--- src/rtl/uart_tx_scheduler.sv ---
// rtl/uart_tx_scheduler.sv - round-robin scheduler draining per-channel byte streams into a 4-channel UART register port
//
// Purpose: moves bytes from NCH valid/ready sources into the UART data registers.
// Before each write it polls the channel's TX-busy status. A host register
// port shares the bus and always has priority.
//
// Ports:
//   clk, rst_n             clock, asynchronous active-low reset
//   sched_en               allows the scheduler to start new transactions
//   s_valid/s_data/s_ready per-channel byte streams (channel c at s_data[8c+7:8c])
//   host_en/we/addr/wdata  host register access, passed straight to m_* when host_en=1
//   host_rdata             UART read data passthrough
//   m_en/we/addr/wdata     UART register bus (combinational)
//   m_rdata                UART read data, valid the cycle after a read strobe
//   stall                  sticky per-channel "status stayed busy for POLL_MAX reads"
//   busy                   scheduler transaction in flight
module uart_tx_scheduler #(
    parameter int NCH      = 4,
    parameter int POLL_MAX = 1024,
    parameter int HOLDOFF  = 3
) (
    input  logic             clk,
    input  logic             rst_n,
    input  logic             sched_en,
    input  logic [NCH-1:0]   s_valid,
    input  logic [8*NCH-1:0] s_data,
    output logic [NCH-1:0]   s_ready,
    input  logic             host_en,
    input  logic             host_we,
    input  logic [5:0]       host_addr,
    input  logic [31:0]      host_wdata,
    output logic [31:0]      host_rdata,
    output logic             m_en,
    output logic             m_we,
    output logic [5:0]       m_addr,
    output logic [31:0]      m_wdata,
    input  logic [31:0]      m_rdata,
    output logic [NCH-1:0]   stall,
    output logic             busy
);

    localparam int          PCW      = (POLL_MAX > 1) ? $clog2(POLL_MAX) : 1;
    localparam int          HW       = (HOLDOFF > 0) ? $clog2(HOLDOFF + 1) : 1;
    localparam logic [31:0] POLL_LIM = 32'(POLL_MAX);

    typedef enum logic [1:0] {
        S_IDLE,
        S_RD_STAT,
        S_WAIT,
        S_WRITE
    } state_t;

    state_t           state_q;
    logic [1:0]       ch_q;
    logic [1:0]       rr_ptr_q;
    logic [PCW-1:0]   poll_q;
    logic [NCH-1:0]   stall_q;
    logic [HW-1:0]    holdoff_q [NCH];

    logic [NCH-1:0]   elig;
    logic             pick_found;
    logic [1:0]       pick_ch;
    logic [1:0]       scan_ch;
    logic [7:0]       s_byte;

    always_comb begin
        for (int c = 0; c < NCH; c++) begin
            elig[c] = s_valid[c] && (holdoff_q[c] == '0);
        end
    end

    // Scan downward so the channel closest to rr_ptr (lowest offset) wins.
    always_comb begin
        pick_found = 1'b0;
        pick_ch    = 2'd0;
        scan_ch    = 2'd0;
        for (int i = NCH - 1; i >= 0; i--) begin
            scan_ch = rr_ptr_q + 2'(i);
            if (elig[scan_ch]) begin
                pick_found = 1'b1;
                pick_ch    = scan_ch;
            end
        end
    end

    assign s_byte = s_data[{ch_q, 3'b000} +: 8];

    always_ff @(posedge clk or negedge rst_n) begin
        if (!rst_n) begin
            state_q  <= S_IDLE;
            ch_q     <= 2'd0;
            rr_ptr_q <= 2'd0;
            poll_q   <= '0;
            stall_q  <= '0;
            for (int c = 0; c < NCH; c++) begin
                holdoff_q[c] <= '0;
            end
        end else begin
            for (int c = 0; c < NCH; c++) begin
                if (holdoff_q[c] != '0) begin
                    holdoff_q[c] <= holdoff_q[c] - 1'b1;
                end
            end
            case (state_q)
                S_IDLE: begin
                    if (sched_en && pick_found) begin
                        ch_q    <= pick_ch;
                        poll_q  <= '0;
                        state_q <= S_RD_STAT;
                    end
                end
                S_RD_STAT: begin
                    // Host owns the bus this cycle; retry the status read next cycle.
                    if (!host_en) begin
                        state_q <= S_WAIT;
                    end
                end
                S_WAIT: begin
                    // Read data belongs to our status read even if the host strobes now.
                    if (!m_rdata[0]) begin
                        state_q <= S_WRITE;
                    end else if ((32'(poll_q) + 32'd1) < POLL_LIM) begin
                        poll_q  <= poll_q + 1'b1;
                        state_q <= S_RD_STAT;
                    end else begin
                        stall_q[ch_q] <= 1'b1;
                        rr_ptr_q      <= ch_q + 2'd1;
                        state_q       <= S_IDLE;
                    end
                end
                S_WRITE: begin
                    if (!host_en) begin
                        stall_q[ch_q]   <= 1'b0;
                        // Overrides the decrement above for this channel.
                        holdoff_q[ch_q] <= HW'(HOLDOFF);
                        rr_ptr_q        <= ch_q + 2'd1;
                        state_q         <= S_IDLE;
                    end
                end
                default: state_q <= S_IDLE;
            endcase
        end
    end

    // Bus mux: host first; otherwise the scheduler drives only in RD_STAT/WRITE
    // and the bus mirrors the (idle) host inputs.
    always_comb begin
        m_en    = host_en;
        m_we    = host_we;
        m_addr  = host_addr;
        m_wdata = host_wdata;
        s_ready = '0;
        if (!host_en) begin
            case (state_q)
                S_RD_STAT: begin
                    m_en    = 1'b1;
                    m_we    = 1'b0;
                    m_addr  = {2'b00, ch_q, 2'b01};
                    m_wdata = 32'h0;
                end
                S_WRITE: begin
                    m_en          = 1'b1;
                    m_we          = 1'b1;
                    m_addr        = {2'b00, ch_q, 2'b00};
                    m_wdata       = {24'h0, s_byte};
                    s_ready[ch_q] = 1'b1;
                end
                default: begin
                end
            endcase
        end
    end

    assign host_rdata = m_rdata;
    assign stall      = stall_q;
    assign busy       = (state_q != S_IDLE);

endmodule
--- config.mk ---
export PLATFORM = sky130hd
export DESIGN_NAME = uart_tx_scheduler
export DESIGN_NICKNAME = d
export VERILOG_FILES = /design/src/rtl/uart_tx_scheduler.sv
export SDC_FILE = /design/constraint.sdc
export NUM_CORES = 1
export LEC_CHECK = 0
export BUFFER_PORTS_ARGS = -buffer_cell sky130_fd_sc_hd__buf_2
export CAP_MARGIN = 20
export CORE_ASPECT_RATIO = 1.75
export CORE_MARGIN = 3
export CORE_UTILIZATION = 42
export CTS_CLUSTER_SIZE = 28
export DETAILED_ROUTE_END_ITERATION = 7
export GPL_ROUTABILITY_DRIVEN = 0
export PLACE_DENSITY_LB_ADDON = 0.05
export SLEW_MARGIN = 30
export SYNTH_ARGS = -nofsm -noshare
export SYNTH_HDL_FRONTEND = slang
export SYNTH_SLANG_ARGS = --single-unit
--- constraint.sdc ---
create_clock -name clk -period 5.3 [get_ports clk]
set_input_delay 0.265 -clock clk [delete_from_list [all_inputs] [get_ports clk]]
set_output_delay 0.265 -clock clk [all_outputs]
set_load 0.05 [all_outputs]
==> flow_summary.yaml, run 1 <==
worst_setup_path:
  r2r_setup_slack_ps: 3340
  cp-startpoint: "ch_q[0]"
  critPathMaxFanout: 13
  endpoint_kind: "primary output"
  r2r-end: "rr_ptr_q[1]"
  timing.rr.start: "poll_q[0]"
  ff2ff_path_depth: 5
  start_kind: "register"
  criticalPathCategory: "register to primary output"
  crit_required_ps: 5040
  crit_end: "m_wdata[0]"
  cp.arrival_ps: 2090
yosys:
  synth_cell_types: 46
  ys_top_cells_by_area: "dfrtp_1, buf_4, and2_1"
  mappedNetlistArea_um2: 2220
  synth_nets: 362
  avgSynthCellArea_um2: 9.02
  syn_inst: 246
  ys_seq_area_frac: 0.316
  synth-seq-cells: 28
  yosysTopAreaCellShare: 0.316
  yosysWarnings: 0
  synth_top_area_cell: "dfrtp_1"
place:
  dpl.hpwl_um: 5280
  port_buffers: 129
  post-place-ws_ps: 3200
sta:
  rsz0062_at_grt: "false"
  fin_crit_sh: 0.445
  tightest_slew_ps: 715
  slew_violations: 0
  finalClockSkew_ps: 3.99
  setup_ws_ps: 2940
  slew_headroom: 0.518
  finalHoldViolCount: 0
  setup_viol: 0
  tns_ps: 0
  fmax_ghz: 0.424
  post-route-min-period_ps: 2360
die:
  die_x_um: 60.9
  fp.dieH_um: 102
  rows: 34
  initial_core_util: 0.442
  io_pins: 192
  die_area_um2: 6220
  core_um2: 5020
power:
  p_seq_frac: 0.278
  leakage_uw: 0.00143
  power_frac_clock: 0.131
  power_density_nw_per_um2: 470
  pwr-share-comb: 0.591
  internal-power_uw: 600
  power.switching_uw: 673
  peakVddDrop_mv: 0.175
  p_sw_frac: 0.529
routing:
  route.detailed.drc: 0
  ant_nets: 0
  viasPerCell: 5.31
  firstDrtPassIters: 4
  drt_iter0_drc: 42
  vias: 2067
  detail_route.wl_per_cell_um: 16.1
  routed_wl_um: 6250
final_layout:
  antenna_cells: 0
  layout.nets: 452
  syn_to_final_growth_pct: 22.1
  drive_gt1_frac: 0.460
clock_tree:
  cts_sinks: 28
  clk_path_buf_depth: 2
  cts_hold_buf: 0
  cts_tree: "built"
  cts_resized: 0
  clock_latency_ps: 270
  cts_buffers: 3
  root_buffer: "clkbuf_8"
  post-cts-setup-buffer-count: 0
  htreeDepth: 1
  path_clk_slew_ps: 100
global_route:
  grt_overflow: 0
  grt_max_degree: 46
  antenna_found_initial: 0
  grt_pass1_wl_um: 9220
  grt_pass1_vias: 1875
  track_usage: 0.197
job:
  maxCapViolCount: 0
status:
  status: "complete, no violations"
hold_path:
  min-delay-path-class: "input port to async pin"
[layout make-up]
type | instances | area (µm²)
multi-input cells | 162 | 1180
repair buffers | 129 | 646
clock buffers | 3 | 41.3
clock inverters | 1 | 30.0
inverters | 12 | 45.0
well taps | 54 | 67.6
flip-flops and latches | 28 | 701
fillers | 521 | 2310
[metrics by stage]
| step | total power (µW) | cells | utilization | cell area (µm²) | hold WS [ps] |
|---|---|---|---|---|---|
| floorplan | 1000 | 246 | - | 2220 | -30.6 |
| global placement | 1110 | 385 | 0.523 | 2630 | 326 |
| detailed placement | 1120 | 385 | 0.523 | 2630 | 332 |
| CTS | 1290 | 389 | 0.538 | 2700 | 27.6 |
| global route | 1360 | 389 | 0.539 | 2710 | 36.7 |
| finish | 1270 | 389 | 0.539 | 2710 | 1.41 |
[synthesized netlist by cell type (all sizes together)]
| library cell | n |
|---|---|
| a211oi | 2 |
| a21oi | 6 |
| a22o | 8 |
| and2 | 29 |
| and3 | 2 |
| and3b | 2 |
| and4 | 1 |
| buf | 37 |
| clkbuf | 7 |
| dfrtp | 28 |
| ha | 5 |
| inv | 12 |
| mux2 | 1 |
| mux2i | 2 |
| mux4 | 8 |
| nand2 | 33 |
| nand2b | 2 |
| nand3 | 8 |
| nand3b | 1 |
| nand4 | 1 |
| nor2 | 2 |
| nor3 | 1 |
| nor3b | 5 |
| o2111ai | 1 |
| o211ai | 3 |
| o21a | 1 |
| o21ai | 17 |
| o21bai | 1 |
| o22ai | 2 |
| o311ai | 1 |
| o31ai | 7 |
| o41ai | 1 |
| or2 | 2 |
| or3 | 2 |
| or3b | 1 |
| or4 | 3 |
| xor2 | 1 |
[cell usage in the layout (no fill, tap or decap), types with 2 or more instances in the layout]
master | synthesis | routed
nor2_1 | 2 | 2
ha_1 | 5 | 5
or3_1 | 2 | 2
a22o_1 | 8 | 8
mux2i_1 | 2 | 2
a211oi_1 | 2 | 2
buf_2 | 2 | 129
inv_1 | 12 | 12
and3_1 | 2 | 2
nand2_1 | 33 | 33
and2_1 | 29 | 29
o21ai_0 | 17 | 17
mux4_2 | 8 | 8
a21oi_1 | 5 | 5
or2_2 | 2 | 2
o31ai_1 | 6 | 6
nor3b_1 | 4 | 4
dfrtp_1 | 28 | 28
o211ai_1 | 3 | 3
clkbuf_8 | 0 | 3
or4_1 | 2 | 2
nand3_1 | 7 | 7
[power groups by stage]
stage                     Sequential, µW  Clock [µW]  Combinational, µW
after floorplan                      356           0                645
after global placement               357           0                757
after detailed placement             360           0                758
after CTS                            356         170                760
after global routing                 369         179                810
final                                354         167                752
[worst max-delay path: stages, from the launching register on]
cell and delay, ps:
dfrtp_1 770, mux4_2 620, a22o_1 210, buf_2 210
[cells by family (layout without fill, tap and decap cells)]
| logic type | Yosys count | count (layout) | synth area share |
|---|---|---|---|
| muxes | 11 | 11 | 0.0953 |
| and+or+nand+nor | 95 | 95 | 0.240 |
| xor gates and xnor gates | 1 | 1 | 0.00395 |
| DFF | 28 | 28 | 0.316 |
| AOI/OAI and AO/OA | 50 | 50 | 0.158 |
| buffers and inverters | 56 | 145 | 0.158 |
| adders and majority gates | 5 | 5 | 0.0282 |
[worst min path at each step]
stage               startpoint        end  slack [ps]  cells after the start
finish                   rst_n  poll_q[0]           1                      1
global placement         rst_n  poll_q[1]         330                      1
CTS                      rst_n  poll_q[1]          30                      1
global route             rst_n  poll_q[0]          40                      1
detailed placement       rst_n  poll_q[1]         330                      1
floorplan                rst_n  async pin         -30                      0
[routing by layer]
metal / vias up / global-route usage / wire [µm]
li1: 1002 / - / -
met1: 938 / 0.227 / 2310
met2: 108 / 0.353 / 3210
met3: 19 / 0.0531 / 624
met4: 0 / 0.0484 / 106
met5: - / 0 / 0
Note: power is estimated with default switching activity, not from simulation.
==> inputs of run 2 (changes only) <==
--- a/config.mk
+++ b/config.mk
@@ -9,7 +9,7 @@
 export CAP_MARGIN = 20
 export CORE_ASPECT_RATIO = 1.75
 export CORE_MARGIN = 3
-export CORE_UTILIZATION = 42
+export CORE_UTILIZATION = 35
 export CTS_CLUSTER_SIZE = 28
 export DETAILED_ROUTE_END_ITERATION = 7
 export GPL_ROUTABILITY_DRIVEN = 0
==> constraint.sdc (replaced) <==
create_clock -name clk -period 1.95 [get_ports clk]
set_input_delay 0.0975 -clock clk [delete_from_list [all_inputs] [get_ports clk]]
set_output_delay 0.0975 -clock clk [all_outputs]
set_load 0.05 [all_outputs]
==> run 2 against run 1 <==
  * Sequential power grew to 2.5 times the previous value
  * Combinational power grew to 2.9 times the previous value
  * Non-clock buffer count is 10 higher
  * Clock power grew to 2.7 times the previous value
  * First-iteration DRC count is 12% higher
  * Utilization is 7.3 points lower
  * Register-to-register slack worse by 3200 ps
  * Critical endpoint is now m_wdata[7]
==> flow_summary.yaml, run 2 (synthesis gave the netlist of run 1 again) <==
power:
  pwr-share-comb: 0.616
  leakage_uw: 0.00147
  peakVddDrop_mv: 0.581
  p_sw_frac: 0.516
  internal-power_uw: 1710
  p_seq_frac: 0.254
  power_density_nw_per_um2: 1250
  power.switching_uw: 1820
  power_frac_clock: 0.130
worst_setup_path:
  critPathMaxStageDelay_ps: 500
  start_kind: "register"
  r2r_setup_slack_ps: 160
  r2r-end: "poll_q[8]"
  crit_required_ps: 1850
  critPathBufInv: 2
  endpoint_kind: "primary output"
  cp-startpoint: "ch_q[0]"
  cp.arrival_ps: 1740
  criticalPathCategory: "register to primary output"
  cp.depth: 4
  crit_family: "multiplexers"
  crit_end: "m_wdata[7]"
  critPathMaxFanout: 5
  timing.rr.start: "poll_q[0]"
  path_cells: "buf_4 > mux4_2 > a22o_1 > buf_2"
  ff2ff_path_depth: 6
  slowest_stage: "mux4_2"
place:
  dpl.hpwl_um: 5640
  port_buffers: 129
  dpl_cell_area_um2: 2720
die:
  die_area_um2: 7370
  die_x_um: 66.2
  initial_core_util: 0.369
  io_pins: 192
  fp.dieH_um: 111
  rows: 37
  core_um2: 6020
sta:
  finalClockSkew_ps: 7.63
  finalHoldViolCount: 0
  post-route-min-period_ps: 1840
  fmax_ghz: 0.544
  tns_ps: 0
  fin_crit_sh: 0.942
  setup_viol: 0
  slew_headroom: 0.469
  slew_violations: 0
  rsz0062_at_grt: "false"
  tightest_slew_ps: 788
clock_tree:
  clk_path_buf_depth: 2
  root_buffer: "clkbuf_8"
  cts_tree: "built"
  cts_sinks: 28
  htreeDepth: 1
  clock_latency_ps: 270
  post-cts-setup-buffer-count: 0
  path_clk_slew_ps: 90
  cts_buffers: 3
global_route:
  grt_overflow: 0
  grt_max_degree: 29
  track_usage: 0.173
  grt_pass1_vias: 1984
  antenna_found_initial: 1
  grt_pass1_wl_um: 9920
final_layout:
  filler_cell_count: 610
  mostFrequentLayoutCells: "buf_2, nand2_1, and2_1"
  fin_area_um2: 2810
  layout.nets: 462
  syn_to_final_growth_pct: 26.6
  drive_gt1_frac: 0.475
  layout_commonest_cell: "buf_2"
status:
  status: "complete, no violations"
job:
  maxCapViolCount: 0
routing:
  drt_iter0_drc: 47
  ant_nets: 0
  viasPerCell: 4.90
  vias: 2079
  detail_route.wl_per_cell_um: 15.9
  route.detailed.drc: 0
  routed_wl_um: 6760
  firstDrtPassIters: 4
hold_path:
  min-delay-path-class: "input port to register"
-- run 2: cell count changes in the layout (fill, tap and decap cells not counted) --
| cell | change |
|---|---|
| and3b_2 | +1 |
| o21ai_0 | -3 |
| diode_2 | +1 |
| o21ai_1 | +3 |
| o31ai_4 | -1 |
| o31ai_2 | +1 |
| nand2b_1 | +1 |
| buf_4 | +9 |
| nand2b_2 | -1 |
| dfrtp_1 | -1 |
| and3b_1 | -1 |
| dlygate4sd3_1 | +1 |
| dfrtp_2 | +1 |
-- run 2: per-stage QoR --
step | power [µW] | utilization | hold slack (ps) | instances | setup WS, ps
2_1_floorplan | 2720 | - | -198 | 246 | 299
3_3_place_gp | 3080 | 0.452 | 166 | 418 | 234
3_5_place_dp | 3100 | 0.452 | 157 | 418 | 199
4_1_cts | 3570 | 0.466 | 79.3 | 423 | 73.6
5_1_grt | 3750 | 0.466 | 112 | 423 | 24.4
6_report | 3520 | 0.467 | 76.2 | 424 | 113
-- run 2: worst min path at each step --
stage                  from         end  slack, ps  cells after the start
floorplan             rst_n   async pin       -200                      0
global placement      rst_n   poll_q[2]        170                      1
detailed placement    rst_n   poll_q[2]        160                      1
CTS                 host_en  state_q[0]         80                      3
global route        host_en  state_q[0]        110                      3
finish              host_en  state_q[0]         80                      3
-- run 2: worst reg2reg max path, cell delays in order (launching register included) --
cell     delay (ps)
dfrtp_1         430
ha_1            240
nand4_1         180
o31ai_2          80
buf_4           180
or4_4           480
a21oi_2         140
-- run 2: what timing repair did --
action | in CTS | in global routing
hold endpoints to repair | 28 | 0
hold buffers | 1 | 0
endpoints found under the setup margin | 4 | 2
resized for setup | 1 | 1
-- run 2: final cells by class --
type	instances	area, µm²	area share
clock buffers	3	41.3	0.0147
multi-input cells	162	1170	0.416
flip-flops and latches	28	702	0.250
repair buffers	139	723	0.257
clock inverters	1	30.0	0.0107
inverters	12	45.0	0.0160
well taps	78	97.6	0.0347
diodes	1	2.50	0.000891
-- run 2: power by group through the flow --
stage                     sequential, µW  combinational, µW  clock, µW
after global routing                 926               2330        490
final                                896               2170        457
after detailed placement             910               2190          0
after global placement               901               2180          0
after floorplan                      966               1760          0
after CTS                            898               2200        466
-- run 2: routing by layer --
layer | global-route usage | part of all wire
met1 | 0.183 | 0.37
met2 | 0.291 | 0.47
met3 | 0.0933 | 0.14
met4 | 0.0516 | 0.024
met5 | 0 | 0.0010
